## src/rtl/rd_dma_regs_pkg.sv

```systemverilog
// rd_dma CSR word addresses and control-state encoding.
package rd_dma_regs_pkg;
  localparam int unsigned REG_BASE_ADDR = 0;
  localparam int unsigned REG_SIZE      = 1;
  localparam int unsigned REG_IRQ_EN    = 2;
  localparam int unsigned REG_RUN       = 3;
  localparam int unsigned REG_STATUS    = 4;

  typedef enum logic [1:0] {
    ST_IDLE,
    ST_RUN,
    ST_DRAIN
  } state_t;
endpackage

```

## src/rtl/rd_dma_fifo.sv

```systemverilog
// Show-ahead read-data buffer for rd_dma.
// Head word is visible on rdata whenever empty is low.
module rd_dma_fifo #(
  parameter int WIDTH = 64,
  parameter int DEPTH = 16
) (
  input  logic                     clk,
  input  logic                     rst,
  input  logic                     wr,
  input  logic [WIDTH-1:0]         wdata,
  input  logic                     rd,
  output logic [WIDTH-1:0]         rdata,
  output logic                     empty,
  output logic [$clog2(DEPTH):0]   used
);
  localparam int AW = $clog2(DEPTH);

  logic [WIDTH-1:0] mem [DEPTH];
  logic [AW-1:0]    wp;
  logic [AW-1:0]    rp;
  logic             do_wr;
  logic             do_rd;

  assign empty = used == '0;
  assign do_wr = wr && (used != (AW+1)'(DEPTH));
  assign do_rd = rd && !empty;
  assign rdata = mem[rp];

  always_ff @(posedge clk or posedge rst) begin
    if (rst) begin
      wp   <= '0;
      rp   <= '0;
      used <= '0;
    end else begin
      if (do_wr) wp <= wp + AW'(1);
      if (do_rd) rp <= rp + AW'(1);
      unique case ({do_wr, do_rd})
        2'b10:   used <= used + (AW+1)'(1);
        2'b01:   used <= used - (AW+1)'(1);
        default: ;
      endcase
    end
  end

  always_ff @(posedge clk) begin
    if (do_wr) mem[wp] <= wdata;
  end
endmodule

```

## src/rtl/rd_dma.sv

```systemverilog
// Avalon-MM read DMA: reads a programmed region and emits it
// as one big-endian Avalon-ST packet, with a done interrupt.
module rd_dma
  import rd_dma_regs_pkg::*;
#(
  parameter int AMM_DMA_DATA_W = 64,
  parameter int AMM_DMA_ADDR_W = 32,
  parameter int AMM_CSR_DATA_W = 32,
  parameter int AMM_CSR_ADDR_W = 4,
  parameter int FIFO_DEPTH     = 16,
  localparam int EMPTY_W       = $clog2(AMM_DMA_DATA_W / 8)
) (
  input  logic                      clk_i,
  input  logic                      srst_i,
  input  logic [AMM_CSR_ADDR_W-1:0] amm_slave_csr_address_i,
  input  logic                      amm_slave_csr_read_i,
  input  logic                      amm_slave_csr_write_i,
  input  logic [AMM_CSR_DATA_W-1:0] amm_slave_csr_writedata_i,
  output logic [AMM_CSR_DATA_W-1:0] amm_slave_csr_readdata_o,
  output logic [AMM_DMA_ADDR_W-1:0] amm_dma_address_o,
  output logic                      amm_dma_read_o,
  input  logic                      amm_dma_waitreques_i,
  input  logic [AMM_DMA_DATA_W-1:0] amm_dma_readdata_i,
  input  logic                      amm_dma_readdata_valid_i,
  output logic                      ast_source_valid_o,
  input  logic                      ast_source_ready_i,
  output logic [AMM_DMA_DATA_W-1:0] ast_source_data_o,
  output logic [EMPTY_W-1:0]        ast_source_empty_o,
  output logic                      ast_source_startofpacket_o,
  output logic                      ast_source_endofpacket_o,
  output logic                      irq_o
);
  localparam int BYTES = AMM_DMA_DATA_W / 8;
  localparam int CW    = $clog2(FIFO_DEPTH) + 1;
  localparam int DW    = AMM_CSR_DATA_W;

  state_t state;
  state_t state_nx;

  logic [DW-1:0]             base_q;
  logic [DW-1:0]             size_q;
  logic [DW-1:0]             left_q;
  logic [DW-1:0]             beats_q;
  logic [DW-1:0]             beat_q;
  logic [AMM_DMA_ADDR_W-1:0] addr_q;
  logic [EMPTY_W-1:0]        tail_empty_q;
  logic                      irq_en_q;
  logic                      done_q;
  logic [CW-1:0]             pend_q;
  logic [CW-1:0]             used;
  logic [AMM_DMA_DATA_W-1:0] swapped;
  logic [AMM_DMA_DATA_W-1:0] head;
  logic [DW:0]               words_wide;
  logic [DW-1:0]             words;

  logic sel_base, sel_size, sel_ien, sel_run, sel_stat;
  logic busy, start, rd_acc, push, pop, last, fifo_empty, credit;

  assign sel_base = amm_slave_csr_address_i == AMM_CSR_ADDR_W'(REG_BASE_ADDR);
  assign sel_size = amm_slave_csr_address_i == AMM_CSR_ADDR_W'(REG_SIZE);
  assign sel_ien  = amm_slave_csr_address_i == AMM_CSR_ADDR_W'(REG_IRQ_EN);
  assign sel_run  = amm_slave_csr_address_i == AMM_CSR_ADDR_W'(REG_RUN);
  assign sel_stat = amm_slave_csr_address_i == AMM_CSR_ADDR_W'(REG_STATUS);

  assign busy  = state != ST_IDLE;
  assign start = amm_slave_csr_write_i && sel_run
              && amm_slave_csr_writedata_i[0] && !busy;

  assign words_wide = {1'b0, size_q} + (DW+1)'(BYTES - 1);
  assign words      = DW'(words_wide >> EMPTY_W);

  // In-flight plus buffered words never exceed the buffer, so
  // every returned word has a slot and the FIFO cannot overflow.
  assign credit = ({1'b0, pend_q} + {1'b0, used})
                < (CW+1)'(FIFO_DEPTH);

  assign amm_dma_read_o    = (state == ST_RUN) && credit;
  assign amm_dma_address_o = addr_q;
  assign rd_acc = amm_dma_read_o && !amm_dma_waitreques_i;

  // Responses with nothing outstanding belong to an aborted run.
  assign push = amm_dma_readdata_valid_i && (pend_q != '0);

  for (genvar i = 0; i < BYTES; i++) begin : g_swap
    assign swapped[AMM_DMA_DATA_W-8*(i+1) +: 8] =
      amm_dma_readdata_i[8*i +: 8];
  end

  rd_dma_fifo #(
    .WIDTH (AMM_DMA_DATA_W),
    .DEPTH (FIFO_DEPTH)
  ) u_fifo (
    .clk   (clk_i),
    .rst   (srst_i),
    .wr    (push),
    .wdata (swapped),
    .rd    (pop),
    .rdata (head),
    .empty (fifo_empty),
    .used  (used)
  );

  assign last = beat_q == beats_q - DW'(1);
  assign pop  = ast_source_valid_o && ast_source_ready_i;

  assign ast_source_valid_o = !fifo_empty;
  assign ast_source_data_o  = ast_source_valid_o ? head : '0;
  assign ast_source_startofpacket_o =
    ast_source_valid_o && (beat_q == '0);
  assign ast_source_endofpacket_o = ast_source_valid_o && last;
  assign ast_source_empty_o =
    (ast_source_valid_o && last) ? tail_empty_q : '0;

  assign irq_o = done_q && irq_en_q;

  always_comb begin
    state_nx = state;
    unique case (state)
      ST_IDLE:  if (start && size_q != '0) state_nx = ST_RUN;
      ST_RUN:   if (rd_acc && left_q == DW'(1)) state_nx = ST_DRAIN;
      ST_DRAIN: if (pop && last) state_nx = ST_IDLE;
      default:  state_nx = ST_IDLE;
    endcase
  end

  always_ff @(posedge clk_i or posedge srst_i) begin
    if (srst_i) state <= ST_IDLE;
    else        state <= state_nx;
  end

  always_ff @(posedge clk_i or posedge srst_i) begin
    if (srst_i) begin
      base_q   <= '0;
      size_q   <= '0;
      irq_en_q <= 1'b0;
      done_q   <= 1'b0;
    end else begin
      if (amm_slave_csr_write_i) begin
        if (sel_base) base_q   <= amm_slave_csr_writedata_i;
        if (sel_size) size_q   <= amm_slave_csr_writedata_i;
        if (sel_ien)  irq_en_q <= amm_slave_csr_writedata_i[0];
      end
      if ((start && size_q == '0) || (pop && last))
        done_q <= 1'b1;
      else if (amm_slave_csr_write_i && sel_stat
               && amm_slave_csr_writedata_i[1])
        done_q <= 1'b0;
    end
  end

  always_ff @(posedge clk_i or posedge srst_i) begin
    if (srst_i) begin
      addr_q       <= '0;
      left_q       <= '0;
      beats_q      <= '0;
      beat_q       <= '0;
      tail_empty_q <= '0;
      pend_q       <= '0;
    end else begin
      if (start) begin
        addr_q <= AMM_DMA_ADDR_W'(base_q)
                & ~AMM_DMA_ADDR_W'(BYTES - 1);
        left_q       <= words;
        beats_q      <= words;
        beat_q       <= '0;
        tail_empty_q <= EMPTY_W'(0) - size_q[EMPTY_W-1:0];
      end else begin
        if (rd_acc) begin
          addr_q <= addr_q + AMM_DMA_ADDR_W'(BYTES);
          left_q <= left_q - DW'(1);
        end
        if (pop) beat_q <= beat_q + DW'(1);
      end
      unique case ({rd_acc, push})
        2'b10:   pend_q <= pend_q + CW'(1);
        2'b01:   pend_q <= pend_q - CW'(1);
        default: ;
      endcase
    end
  end

  always_ff @(posedge clk_i or posedge srst_i) begin
    if (srst_i) begin
      amm_slave_csr_readdata_o <= '0;
    end else if (amm_slave_csr_read_i) begin
      amm_slave_csr_readdata_o <= '0;
      unique case (1'b1)
        sel_base: amm_slave_csr_readdata_o    <= base_q;
        sel_size: amm_slave_csr_readdata_o    <= size_q;
        sel_ien:  amm_slave_csr_readdata_o[0] <= irq_en_q;
        sel_run:  amm_slave_csr_readdata_o[0] <= busy;
        sel_stat: amm_slave_csr_readdata_o[1:0] <= {done_q, busy};
        default:  ;
      endcase
    end
  end
endmodule

```

## config.mk

```make
export PLATFORM = sky130hd
export DESIGN_NAME = rd_dma
export DESIGN_NICKNAME = d
export VERILOG_FILES = /design/src/rtl/rd_dma_regs_pkg.sv /design/src/rtl/rd_dma_fifo.sv /design/src/rtl/rd_dma.sv
export SDC_FILE = /design/constraint.sdc
export NUM_CORES = 1
export LEC_CHECK = 0
export BUFFER_PORTS_ARGS = -buffer_cell sky130_fd_sc_hd__buf_2
export CORE_AREA = 3 3 299 301
export DETAILED_ROUTE_END_ITERATION = 8
export DIE_AREA = 0 0 302 304
export GPL_TIMING_DRIVEN = 0
export PLACE_DENSITY = 0.87
export SLEW_MARGIN = 15
export SYNTH_ARGS = -nofsm -noshare
export SYNTH_HDL_FRONTEND = slang
export SYNTH_SLANG_ARGS = --single-unit
```

## constraint.sdc

```tcl
create_clock -name clk_i -period 10.4 [get_ports clk_i]
set_clock_uncertainty 0.15 [all_clocks]
set_input_delay 0.52 -clock clk_i [delete_from_list [all_inputs] [get_ports clk_i]]
set_output_delay 0.52 -clock clk_i [all_outputs]
set_load 0.02 [all_outputs]
```

==> tab_implementation.tex <==
\begin{tabular}{lr}
\hline
Metric & Value \\
\hline
\multicolumn{2}{l}{\textbf{Die}} \\
\quad Die span in y & 304 um \\
\quad Starting utilization of the core area & 59.9\% \\
\quad Area of the die & 0.0918 mm\^{}2 \\
\quad \# IOs & 243 \\
\quad CORE AREA & 0.0869 mm\^{}2 \\
\quad Die boundary width & 302 um \\
\quad Std cell rows & 108 \\
\multicolumn{2}{l}{\textbf{STA}} \\
\quad Transition at the pin with the smallest max-transition slack & 1280 ps \\
\quad Setup repair after global routing missed its margin & false \\
\quad Maximum clock frequency & 180 MHz \\
\quad Final number of hold-violating endpoints & 0 \\
\quad Worst hold margin & 15.8 ps \\
\quad Final setup violating endpoints & 0 \\
\quad Total count of max-transition violations in the final report & 0 \\
\quad Share of the clock period used by the worst path & 53.4\% \\
\quad Worst relative slew slack & 14.7\% \\
\quad Crit path time final & 5560 ps \\
\quad Final Worst Setup Slack & 4840 ps \\
\multicolumn{2}{l}{\textbf{Yosys}} \\
\quad Summed instance area of the synthesized netlist & 0.0521 mm\^{}2 \\
\quad Dominant combinational cell family by area after synthesis & multiplexers \\
\quad Portion of the post-synthesis area used by sequential elements & 70.8\% \\
\quad Synthesis-stage register bit count & 1268 \\
\quad Number of unique standard cell types used by synthesis & 82 \\
\quad Parity-gate share of the synthesized area counting xor and xnor cells & 2.27\% \\
\quad Adder-cell share of the synthesized area & 0.653\% \\
\quad Number of synthesized flops with an enable pin & 1024 \\
\quad Top\_reg\_cell synth & sky130\_fd\_sc\_hd\_\_edfxtp\_1 \\
\quad Compound-cell area share of the yosys netlist & 2.65\% \\
\quad Post-synthesis mux area share & 15.5\% \\
\quad Post-Synthesis Mean Instance Area & 17.7 um\^{}2 \\
\quad Number of warnings reported in the yosys synthesis log & 0 \\
\quad Basic-gate share of the synthesized area counting and, or, nand and nor cells & 6.67\% \\
\quad Instance count of the mapped netlist & 2940 \\
\quad Async S/R FF share, synth & 19.2\% \\
\multicolumn{2}{l}{\textbf{Finish}} \\
\quad Number of nets in the layout & 3598 \\
\quad Filler Cells Inserted & 4915 \\
\quad Layout overhead on the synthesized area & 16.7\% \\
\quad Utilization after layout & 69.9\% \\
\quad Fraction of layout cells with a size suffix above 1 & 26.9\% \\
\quad Finished Cell Area & 0.0608 mm\^{}2 \\
\quad Most frequent standard cell in the layout excluding fill and tap cells & sky130\_fd\_sc\_hd\_\_edfxtp\_1 \\
\quad Most frequent cells in the layout & 1024 x sky130\_fd\_sc\_hd\_\_edfxtp\_1, 320 x sky130\_fd\_sc\_hd\_\_mux4\_2, 280 x sky130\_fd\_sc\_hd\_\_buf\_2 \\
\multicolumn{2}{l}{\textbf{Power}} \\
\quad Maximum VDD drop & 235 uV \\
\quad Total power divided by cell area & 268 mW/mm\^{}2 \\
\quad Pleak & 21.4 nW \\
\multicolumn{2}{l}{\textbf{Placement}} \\
\quad Area after detailed placement & 0.0557 mm\^{}2 \\
\quad Port-buffer cells & 237 \\
\quad Dpl ws & 5900 ps \\
\quad Post-DP HPWL & 90800 um \\
\quad Global placement routability congestion & 0.894 \\
\multicolumn{2}{l}{\textbf{Worst setup path}} \\
\quad Register-to-register setup slack & 5930 ps \\
\quad CP peak stage delay & 1010 ps \\
\quad Critical path start-end classification & reg2out \\
\quad Worst Reg2Reg Path Length in Cells & 12 \\
\quad Largest fanout of any net on the critical path & 10 \\
\quad Kind of capture point of the worst setup path & output port \\
\quad Worst-path cell chain & or4\_1, nor2\_1, clkbuf\_1, clkbuf\_1, nor2b\_1, buf\_2 \\
\quad Arrival @ worst endpoint & 4890 ps \\
\quad Most Frequent Cell on Critical Path & sky130\_fd\_sc\_hd\_\_clkbuf\_1 \\
\quad WP buf/inv & 3 \\
\quad Path length in cells of the critical path & 6 \\
\quad Startpoint of the worst-slack reg-to-reg timing path & u\_fifo.used[1] \\
\quad CP startpoint kind & flip-flop \\
\quad Slowest cell on the critical path & sky130\_fd\_sc\_hd\_\_clkbuf\_1 \\
\quad Crit path max-delay family & buffers and inverters \\
\quad End of the worst register-to-register path & u\_fifo.used[4] \\
\quad Worst Path Required & 9730 ps \\
\multicolumn{2}{l}{\textbf{Clock tree}} \\
\quad CTS tree & built \\
\quad Clock Sink Count & 1268 \\
\quad CTS root buf & sky130\_fd\_sc\_hd\_\_clkbuf\_16 \\
\quad Clock latency of the later-clocked register in the worst-skew pair & 720 ps \\
\quad CTS Buf Count & 119 \\
\quad CTS H-Tree Depth & 3 \\
\quad Clock slew at reported path FFs & 70 ps \\
\quad Max clock buf depth & 3 \\
\multicolumn{2}{l}{\textbf{Drt}} \\
\quad Remaining DRCs & 0 \\
\quad Routed vias/inst & 6.95 \\
\quad Number of DRC markers in iteration 0 & 5073 \\
\quad Routed WL & 160000 um \\
\quad Number of iterations in the first detailed-routing pass & 9 \\
\quad Wire length per cell after detailed routing & 33.7 um \\
\quad Antenna-violating nets left & 0 \\
\quad Via count & 32900 \\
\multicolumn{2}{l}{\textbf{Global route}} \\
\quad Maximum number of pins on one net before global-route repair & 97 \\
\quad Via count of the first global-routing pass & 32900 \\
\quad Global route overflow & 0 \\
\quad Wire length of the first global-routing pass & 230000 um \\
\quad Total routing resource utilization after global routing & 35.1\% \\
\quad Number of antenna violations at the first check in global routing & 17 \\
\multicolumn{2}{l}{\textbf{Hold path}} \\
\quad Kind of path behind the tightest hold check & in2reg \\
\quad Hold path startpoint & amm\_dma\_readdata\_i[11] \\
\quad Endpoint, Worst Hold & u\_fifo.mem[5][51] \\
\quad Number of cells on the worst hold path & 1 \\
\multicolumn{2}{l}{\textbf{Flow run}} \\
\quad Total of max-cap violations & 0 \\
\multicolumn{2}{l}{\textbf{Status}} \\
\quad Result of the run & completed \\
\hline
\end{tabular}
## routing by layer
layer,up-vias,global-route usage [%],part of all wire [%]
met3,707,7.72,11
met1,16600,44.0,32
li1,12700,-,-
met2,3003,57.1,49
met5,-,0,0.021
met4,6,20.3,7.4
## area by class of cell
type	count	area (um^2)	share of cell area, %
Sequential cell	1268	36900	60.7
Inverter	46	180	0.297
Tap cell	1155	1450	2.38
Clock inverter	86	1030	1.69
Clock buffer	141	3130	5.16
Buffer	156	638	1.05
Timing Repair Buffer	402	2940	4.84
Antenna cell	12	30.0	0.0494
Multi-Input combinational cell	1472	14500	23.9
## report_power, final
group          total (mW)  switching, mW  internal, mW
Clock                4.64           2.04          2.60
Combinational        5.30           3.15          2.15
Sequential           6.38          0.325          6.05
Total                16.3           5.51          10.8
## registers in the layout (all words and copies together) (netlist names)
register                  flops
u_fifo.used                   5
amm_slave_csr_readdata_o     32
state                         2
pend_q                        5
base_q                       32
amm_dma_address_o            29
size_q                       32
u_fifo.mem                 1024
beat_q                       32
done_q                        1
u_fifo.rp                     4
irq_en_q                      1
left_q                       32
tail_empty_q                  3
u_fifo.wp                     4
beats_q                      30
## logic make-up after synthesis
kind of cell | count (synthesis)
multiplexers | 396
adder cells (fa/ha/maj) | 26
AO/OA/AOI/OAI | 225
XOR/XNOR | 135
flip-flops | 1268
buffers and inverters | 202
AND/OR/NAND/NOR | 687
other | 1
## what timing repair did
item | 4_1_cts | 5_1_grt
hold buffers | 88 | 0
buffers inserted | 0 | 0
gates resized for setup | 0 | 0
setup endpoints to repair | 0 | 0
hold endpoints to repair | 830 | 0
## how the worst max path moves through the flow
stage	start	end	slack, ps
final	u_fifo.used[1]	ast_source_data_o[30]	4840
after global placement	amm_dma_readdata_valid_i	u_fifo.mem[2][0]	-6580
after global routing	u_fifo.rp[0]	ast_source_data_o[33]	4850
after CTS	u_fifo.used[1]	ast_source_data_o[30]	5000
after floorplan	amm_dma_readdata_valid_i	u_fifo.mem[2][0]	1880
after detailed placement	u_fifo.rp[0]	ast_source_data_o[30]	5900
## Yosys cell counts (6+ instances only)
library cell,instances,area [um^2]
sky130_fd_sc_hd__buf_1,31,116
sky130_fd_sc_hd__o211ai_1,6,45.0
sky130_fd_sc_hd__nand3b_1,8,60.1
sky130_fd_sc_hd__a221o_1,8,80.1
sky130_fd_sc_hd__nand3_1,45,225
sky130_fd_sc_hd__or3_1,9,56.3
sky130_fd_sc_hd__mux4_2,320,7210
sky130_fd_sc_hd__dfrtp_1,244,6110
sky130_fd_sc_hd__xor2_1,60,526
sky130_fd_sc_hd__nand2_1,119,447
sky130_fd_sc_hd__o21ai_0,45,225
sky130_fd_sc_hd__mux2i_1,9,90.1
sky130_fd_sc_hd__and4_1,7,61.3
sky130_fd_sc_hd__a21oi_1,92,460
sky130_fd_sc_hd__xnor2_1,75,657
sky130_fd_sc_hd__nor2b_1,72,450
sky130_fd_sc_hd__nand2b_1,6,37.5
sky130_fd_sc_hd__nor4_1,35,219
sky130_fd_sc_hd__ha_1,24,300
sky130_fd_sc_hd__nor2_1,229,860
sky130_fd_sc_hd__nor3_1,46,230
sky130_fd_sc_hd__clkbuf_1,108,405
sky130_fd_sc_hd__a22oi_1,33,248
sky130_fd_sc_hd__and3_1,14,87.6
sky130_fd_sc_hd__mux2_2,67,754
sky130_fd_sc_hd__nor3b_1,6,45.0
sky130_fd_sc_hd__and2_1,19,119
sky130_fd_sc_hd__edfxtp_1,1024,30700
sky130_fd_sc_hd__buf_2,12,60.1
sky130_fd_sc_hd__a31oi_1,6,37.5
sky130_fd_sc_hd__or4_1,7,52.6
sky130_fd_sc_hd__nand4_1,32,200
sky130_fd_sc_hd__inv_1,45,169
## through the flow
step / std cells / TNS, ps / power [mW]
2_1_floorplan: 2942 / 0 / 9.58
5_1_grt: 4732 / 0 / 16.7
3_5_place_dp: 4411 / 0 / 11.4
3_3_place_gp: 4334 / -1449270 / 11.1
4_1_cts: 4726 / 0 / 16.2
6_report: 4738 / 0 / 16.3
Note: power is estimated with default switching activity, not from simulation.
